<file path="config.mk">
export PLATFORM = sky130hd
export DESIGN_NAME = layer7_weight_loader_flat
export DESIGN_NICKNAME = d
export VERILOG_FILES = /design/src/rtl/layer7_weight_loader_if.sv /design/src/rtl/layer7_weight_loader.sv /design/src/flat_wrapper.sv
export SDC_FILE = /design/constraint.sdc
export NUM_CORES = 1
export LEC_CHECK = 0
export CAP_MARGIN = 20
export CORE_UTILIZATION = 55
export DETAILED_ROUTE_END_ITERATION = 6
export GPL_TIMING_DRIVEN = 0
export PLACE_DENSITY = 0.85
export SLEW_MARGIN = 30
export SYNTH_ARGS = -nofsm -noshare
export SYNTH_HDL_FRONTEND = slang
export SYNTH_SLANG_ARGS = --single-unit
</file>
<file path="constraint.sdc">
create_clock -name clk -period 4.6 [get_ports clk]
set_input_delay 0.69 -clock clk [delete_from_list [all_inputs] [get_ports clk]]
set_output_delay 0.69 -clock clk [all_outputs]
set_load 0.05 [all_outputs]
</file>
<file path="src/rtl/layer7_weight_loader_if.sv">
// Stream-in / weight-write bundle for the layer-7 weight loader.
// The loader sits in the slave seat: it consumes the 32-bit packed word stream
// and drives the single-port write strobe into the layer-7 weight memory.
interface layer7_weight_loader_if;
    logic        in_valid;
    logic [31:0] in_data;
    logic        in_ready;
    logic        write_weight_signal;
    logic [15:0] write_weight_data;
    logic [15:0] write_weight_addr;

    // Loader side.
    modport slave (
        input  in_valid,
        input  in_data,
        output in_ready,
        output write_weight_signal,
        output write_weight_data,
        output write_weight_addr
    );

    // Environment side: word source plus weight-memory observer.
    modport master (
        output in_valid,
        output in_data,
        input  in_ready,
        input  write_weight_signal,
        input  write_weight_data,
        input  write_weight_addr
    );
endinterface

</file>
<file path="src/rtl/layer7_weight_loader.sv">
// Layer-7 weight loader.
// Accepts 32-bit words holding two 16-bit weights (low half first) and emits
// one write strobe per weight with a strictly ascending address 0..WEIGHT_NUM-1.
// Every output is a flop, so the memory side never sees a combinational path
// from the upstream stream. An odd WEIGHT_NUM drops the upper half of the last word.
module layer7_weight_loader #(
    parameter int WEIGHT_NUM = 400
) (
    input  logic                   clk,
    input  logic                   rst,
    input  logic                   start,
    input  logic                   abort,
    layer7_weight_loader_if.slave  bus,
    output logic                   busy,
    output logic                   load_done
);

    localparam logic [15:0] LAST_IDX = 16'(WEIGHT_NUM - 1);

    typedef enum logic [2:0] {
        IDLE  = 3'd0,
        FETCH = 3'd1,
        WR_LO = 3'd2,
        WR_HI = 3'd3,
        DONE  = 3'd4
    } state_t;

    state_t      state_q,     state_d;
    logic [15:0] cnt_q,       cnt_d;
    logic [31:0] hold_q,      hold_d;
    logic        in_ready_q,  in_ready_d;
    logic        wr_sig_q,    wr_sig_d;
    logic [15:0] wr_data_q,   wr_data_d;
    logic [15:0] wr_addr_q,   wr_addr_d;
    logic        busy_q,      busy_d;
    logic        done_q,      done_d;

    // Next-state and next-output logic; outputs are computed for the state being
    // entered so they line up with that state once registered.
    always_comb begin
        // NOTE: every signal assigned here gets a default first so no path can
        // leave it unassigned, which would otherwise infer a latch.
        state_d    = state_q;
        cnt_d      = cnt_q;
        hold_d     = hold_q;
        in_ready_d = 1'b0;
        wr_sig_d   = 1'b0;
        wr_data_d  = 16'd0;
        wr_addr_d  = 16'd0;
        busy_d     = 1'b0;
        done_d     = 1'b0;

        if (abort) begin
            // Abort beats start and the FETCH handshake; all outputs fall to 0.
            state_d = IDLE;
            cnt_d   = 16'd0;
        end else begin
            unique case (state_q)
                IDLE, DONE: begin
                    if (start) begin
                        state_d    = FETCH;
                        cnt_d      = 16'd0;
                        in_ready_d = 1'b1;
                        busy_d     = 1'b1;
                    end else begin
                        done_d = (state_q == DONE);
                    end
                end
                FETCH: begin
                    busy_d = 1'b1;
                    if (bus.in_valid) begin
                        hold_d    = bus.in_data;
                        state_d   = WR_LO;
                        wr_sig_d  = 1'b1;
                        wr_data_d = bus.in_data[15:0];
                        wr_addr_d = cnt_q;
                    end else begin
                        // Stall indefinitely until upstream offers a word.
                        in_ready_d = 1'b1;
                    end
                end
                WR_LO: begin
                    cnt_d = cnt_q + 16'd1;
                    if (cnt_q == LAST_IDX) begin
                        // Odd count: the upper weight of this word is dropped.
                        state_d = DONE;
                        done_d  = 1'b1;
                    end else begin
                        state_d   = WR_HI;
                        wr_sig_d  = 1'b1;
                        wr_data_d = hold_q[31:16];
                        wr_addr_d = cnt_q + 16'd1;
                        busy_d    = 1'b1;
                    end
                end
                WR_HI: begin
                    cnt_d = cnt_q + 16'd1;
                    if (cnt_q == LAST_IDX) begin
                        state_d = DONE;
                        done_d  = 1'b1;
                    end else begin
                        state_d    = FETCH;
                        in_ready_d = 1'b1;
                        busy_d     = 1'b1;
                    end
                end
                default: begin
                    state_d = IDLE;
                    cnt_d   = 16'd0;
                end
            endcase
        end
    end

    // State, counter, hold word and all registered outputs.
    always_ff @(posedge clk or negedge rst) begin
        if (!rst) begin
            // NOTE: the hold word is a single register, not a memory array, so it
            // is cleared with everything else and never leaks stale data.
            state_q    <= IDLE;
            cnt_q      <= 16'd0;
            hold_q     <= 32'd0;
            in_ready_q <= 1'b0;
            wr_sig_q   <= 1'b0;
            wr_data_q  <= 16'd0;
            wr_addr_q  <= 16'd0;
            busy_q     <= 1'b0;
            done_q     <= 1'b0;
        end else begin
            // NOTE: non-blocking assignments so every flop samples the values
            // from before this edge, independent of statement order.
            state_q    <= state_d;
            cnt_q      <= cnt_d;
            hold_q     <= hold_d;
            in_ready_q <= in_ready_d;
            wr_sig_q   <= wr_sig_d;
            wr_data_q  <= wr_data_d;
            wr_addr_q  <= wr_addr_d;
            busy_q     <= busy_d;
            done_q     <= done_d;
        end
    end

    assign bus.in_ready            = in_ready_q;
    assign bus.write_weight_signal = wr_sig_q;
    assign bus.write_weight_data   = wr_data_q;
    assign bus.write_weight_addr   = wr_addr_q;
    assign busy                    = busy_q;
    assign load_done               = done_q;

endmodule

</file>
<file path="src/flat_wrapper.sv">
// flat-port wrapper written by rule: the top's interface ports become plain ports
module layer7_weight_loader_flat 
#(
    parameter int WEIGHT_NUM = 400
)
  (clk, rst, start, abort, busy, load_done, bus_in_valid, bus_in_data, bus_in_ready, bus_write_weight_signal, bus_write_weight_data, bus_write_weight_addr);
  layer7_weight_loader_if bus_i ();
  input  logic clk;
  input  logic rst;
  input  logic start;
  input  logic abort;
  output logic busy;
  output logic load_done;
  input wire logic [$bits(bus_i.in_valid)-1:0] bus_in_valid;
  input wire logic [$bits(bus_i.in_data)-1:0] bus_in_data;
  output wire logic [$bits(bus_i.in_ready)-1:0] bus_in_ready;
  output wire logic [$bits(bus_i.write_weight_signal)-1:0] bus_write_weight_signal;
  output wire logic [$bits(bus_i.write_weight_data)-1:0] bus_write_weight_data;
  output wire logic [$bits(bus_i.write_weight_addr)-1:0] bus_write_weight_addr;
  assign bus_i.in_valid = bus_in_valid;
  assign bus_i.in_data = bus_in_data;
  assign bus_in_ready = bus_i.in_ready;
  assign bus_write_weight_signal = bus_i.write_weight_signal;
  assign bus_write_weight_data = bus_i.write_weight_data;
  assign bus_write_weight_addr = bus_i.write_weight_addr;
  layer7_weight_loader #(.WEIGHT_NUM(WEIGHT_NUM)) u_core (.clk(clk), .rst(rst), .start(start), .abort(abort), .bus(bus_i), .busy(busy), .load_done(load_done));
endmodule
</file>
==> reports/results.ini <==
[outcome]
outcome=completed

[worst_setup_path]
crit_chain=clkdlybuf4s50_1 > a2111oi_2 > clkbuf_1 > o21ai_0 > o31ai_1
regToRegEndpoint=u_core.bus.write_weight_signal$_DFF_PN0_
crit_required_ns=4.85
timing.critical_path.from=abort
reg2reg_from=u_core.cnt_q[0]$_DFFE_PN0P_
startpoint_type=input port
end_kind=flip-flop
crit_type=in -> reg
arrival_ns=2.86
crit_path_max_incr_delay_ns=0.94
critPathMaxFanout=10
r2r_setup_slack_ns=2.33
r2r_cells=7
endpoint=u_core.cnt_q[11]$_DFFE_PN0P_
critPathSlowestCell=a2111oi_2

[clock_network]
insertion_delay_ns=0.35
path_clk_slew_ns=0.08
cts_buffer_depth=2
cts_setup_buffers=0
tritoncts=yes
cts.htree.levels=3
clockRootBuffer=clkbuf_8
hold_buffers=0
cts-resized-gates=0
clock_sinks=71
cts-buffers-inserted=9

[synth]
yosys-top-cells-area=dfrtp_1 52%, mux2_2 5.3%, a32oi_1 4.3%
synth_cells=334
synth-seq-cells=71
yosysWarnings=0
avgSynthCellArea_um2=10.3
synth_area_um2=3430
synth_top_area_share=0.518
synthArstFlopShare=1.00
synthDistinctLibCells=52
synthTopCellsByCount=71 x dfrtp_1, 32 x nor2_1, 19 x nand3_1, 17 x a32oi_1, 17 x o21ai_0
synthFlopType=dfrtp_1
synth.most_common_cell=dfrtp_1
seq_area_frac_synth=0.518
syn_nets=372
synth.largest_area_cell=dfrtp_1
synth_edf_count=0

[timing]
hold_violations=0
timing.setup.tns_ns=0
slew_violations=0
relSlewSlack=0.346
fmax_mhz=383
clock-skew-final_ns=0.00551
finalCritPeriodShare=0.568
fin_crit_ns=2.61
worst_pin_slew_ns=0.979
setup_violations=0
rsz0062_at_grt=false
setup_slack_ns=1.99

[finish]
fillCellCount=424
final_nets=456
n_antenna_cell=0
final_area_um2=4500
multi_input_area_um2=1470
area_growth_syn_to_layout_pct=31.2
drive_gt1_frac=0.144
area.sequential_um2=1780

[routing]
routedWlPerCell_um=17.0
drcViolationCount=0
via_per_inst=6.16
drt-pass1-iter-count=5
num_vias=3069
drt_iter0_drc=291
drt-total-wl_um=8480
drtAntennaViolNets=0

[worst_hold_path]
hp-class=in -> async

[global_route]
grt_antenna_before_repair=0
gr-total-overflow=0
grt_max_degree=51
grt_pass1_vias=2906
grt_pass1_wl_um=13800
grt_util_all_layers=0.280

[floorplanning]
die_h_um=81.0
core_area_um2=5960
die_area_um2=6560
start_util=0.576
fp.dieW_um=81.0
core.rowCount=28
ios=73

[place]
numPortBuffers=72
placed_area_um2=4270
place.gp.congestion=0.903
dp_slack_ns=1.75
dp_hpwl_um=5790

[power_and_ir_drop]
leakagePower_nw=1.82
power_per_cell_area_nw_per_um2=312
ir_worst_vdd_mv=0.258

[flow_run]
cap_violations=0

==> through the flow <==
stage,hold slack (ns),util,std cells,total power [W]
detailed placement,0.493,0.717,482,0.000845
global placement,0.487,0.713,481,0.000835
CTS,0.230,0.756,498,0.00141
floorplan,0.394,-,334,0.000771
finish,0.228,0.756,498,0.00141
global route,0.251,0.756,498,0.00145
==> cells in the final DEF (no fill, tap or decap), types with 2 or more instances in the layout <==
master,instances
nor3_1,8
nand4_1,15
a32oi_1,17
a21oi_1,9
or2_1,2
buf_2,9
nand3_1,19
nor2_1,32
clkbuf_8,11
a31oi_1,9
o21ai_0,17
nand2_1,16
o31ai_1,8
inv_1,6
mux2_2,16
nor2b_1,3
buf_6,2
bufinv_16,2
o211ai_1,5
nor4_1,4
clkdlybuf4s50_1,71
dfrtp_1,71
or3_1,11
buf_4,5
and3_1,3
nor3b_1,3
nand3b_1,2
clkbuf_1,15
clkinvlp_4,2
a22o_1,2
==> worst max-delay path: cells and delay by family <==
kind	cells	cell delay, ns
buffers and inverters	2	0.97
AOI/OAI and AO/OA	3	1.20
==> report_power, final <==
part	switching (W)	internal, W
Combinational	0.0000716	0.0000760
Clock	0.000238	0.000334
Sequential	0.0000202	0.000665
Total	0.000330	0.00108
==> kinds of logic (layout without fill, tap and decap cells) <==
family | after synthesis | in the layout | synth area share
AND/OR/NAND/NOR | 132 | 132 | 0.212
XOR/XNOR | 1 | 1 | 0.00474
buffers and inverters | 37 | 126 | 0.0529
multiplexers | 17 | 17 | 0.0555
flip-flops | 71 | 71 | 0.518
AO/OA/AOI/OAI | 75 | 75 | 0.153
adder cells (fa/ha/maj) | 1 | 1 | 0.00365
==> cell type report <==
class,count,share of cell area
well taps,75,0.0209
plain buffers,31,0.0353
multi-input cells,226,0.327
inverters,6,0.00500
clock inverters,5,0.0178
flip-flops and latches,71,0.395
clock buffers,11,0.0336
repair buffers,73,0.166
==> routing by layer <==
metal | wire length, µm | track usage
met4 | 172 | 0.134
met1 | 3450 | 0.356
met5 | 0 | 0
met3 | 756 | 0.0899
met2 | 4090 | 0.433
==> how the worst min path moves through the flow <==
stage	slack, ns	end	depth (start not counted)	startpoint
floorplan	0.39	u_core.bus.in_ready$_DFF_PN0_	0	rst
global placement	0.49	u_core.hold_q[16]$_DFFE_PN0P_	1	u_core.hold_q[16]$_DFFE_PN0P_
detailed placement	0.49	u_core.hold_q[18]$_DFFE_PN0P_	1	u_core.hold_q[18]$_DFFE_PN0P_
CTS	0.23	u_core.bus.write_weight_addr[7]$_DFF_PN0_	1	rst
global route	0.25	u_core.cnt_q[11]$_DFFE_PN0P_	1	rst
finish	0.23	u_core.bus.write_weight_addr[7]$_DFF_PN0_	1	rst
==> flip-flops by register name, indices dropped and copies added (netlist names) <==
name and flops:
u_core.bus.in_ready 1, u_core.bus.write_weight_addr 16, u_core.bus.write_weight_data 16, u_core.bus.write_weight_signal 1, u_core.busy 1, u_core.cnt_q 16, u_core.hold_q 16, u_core.load_done 1
u_core.state_q 3
(Power assumes the default switching activity.)
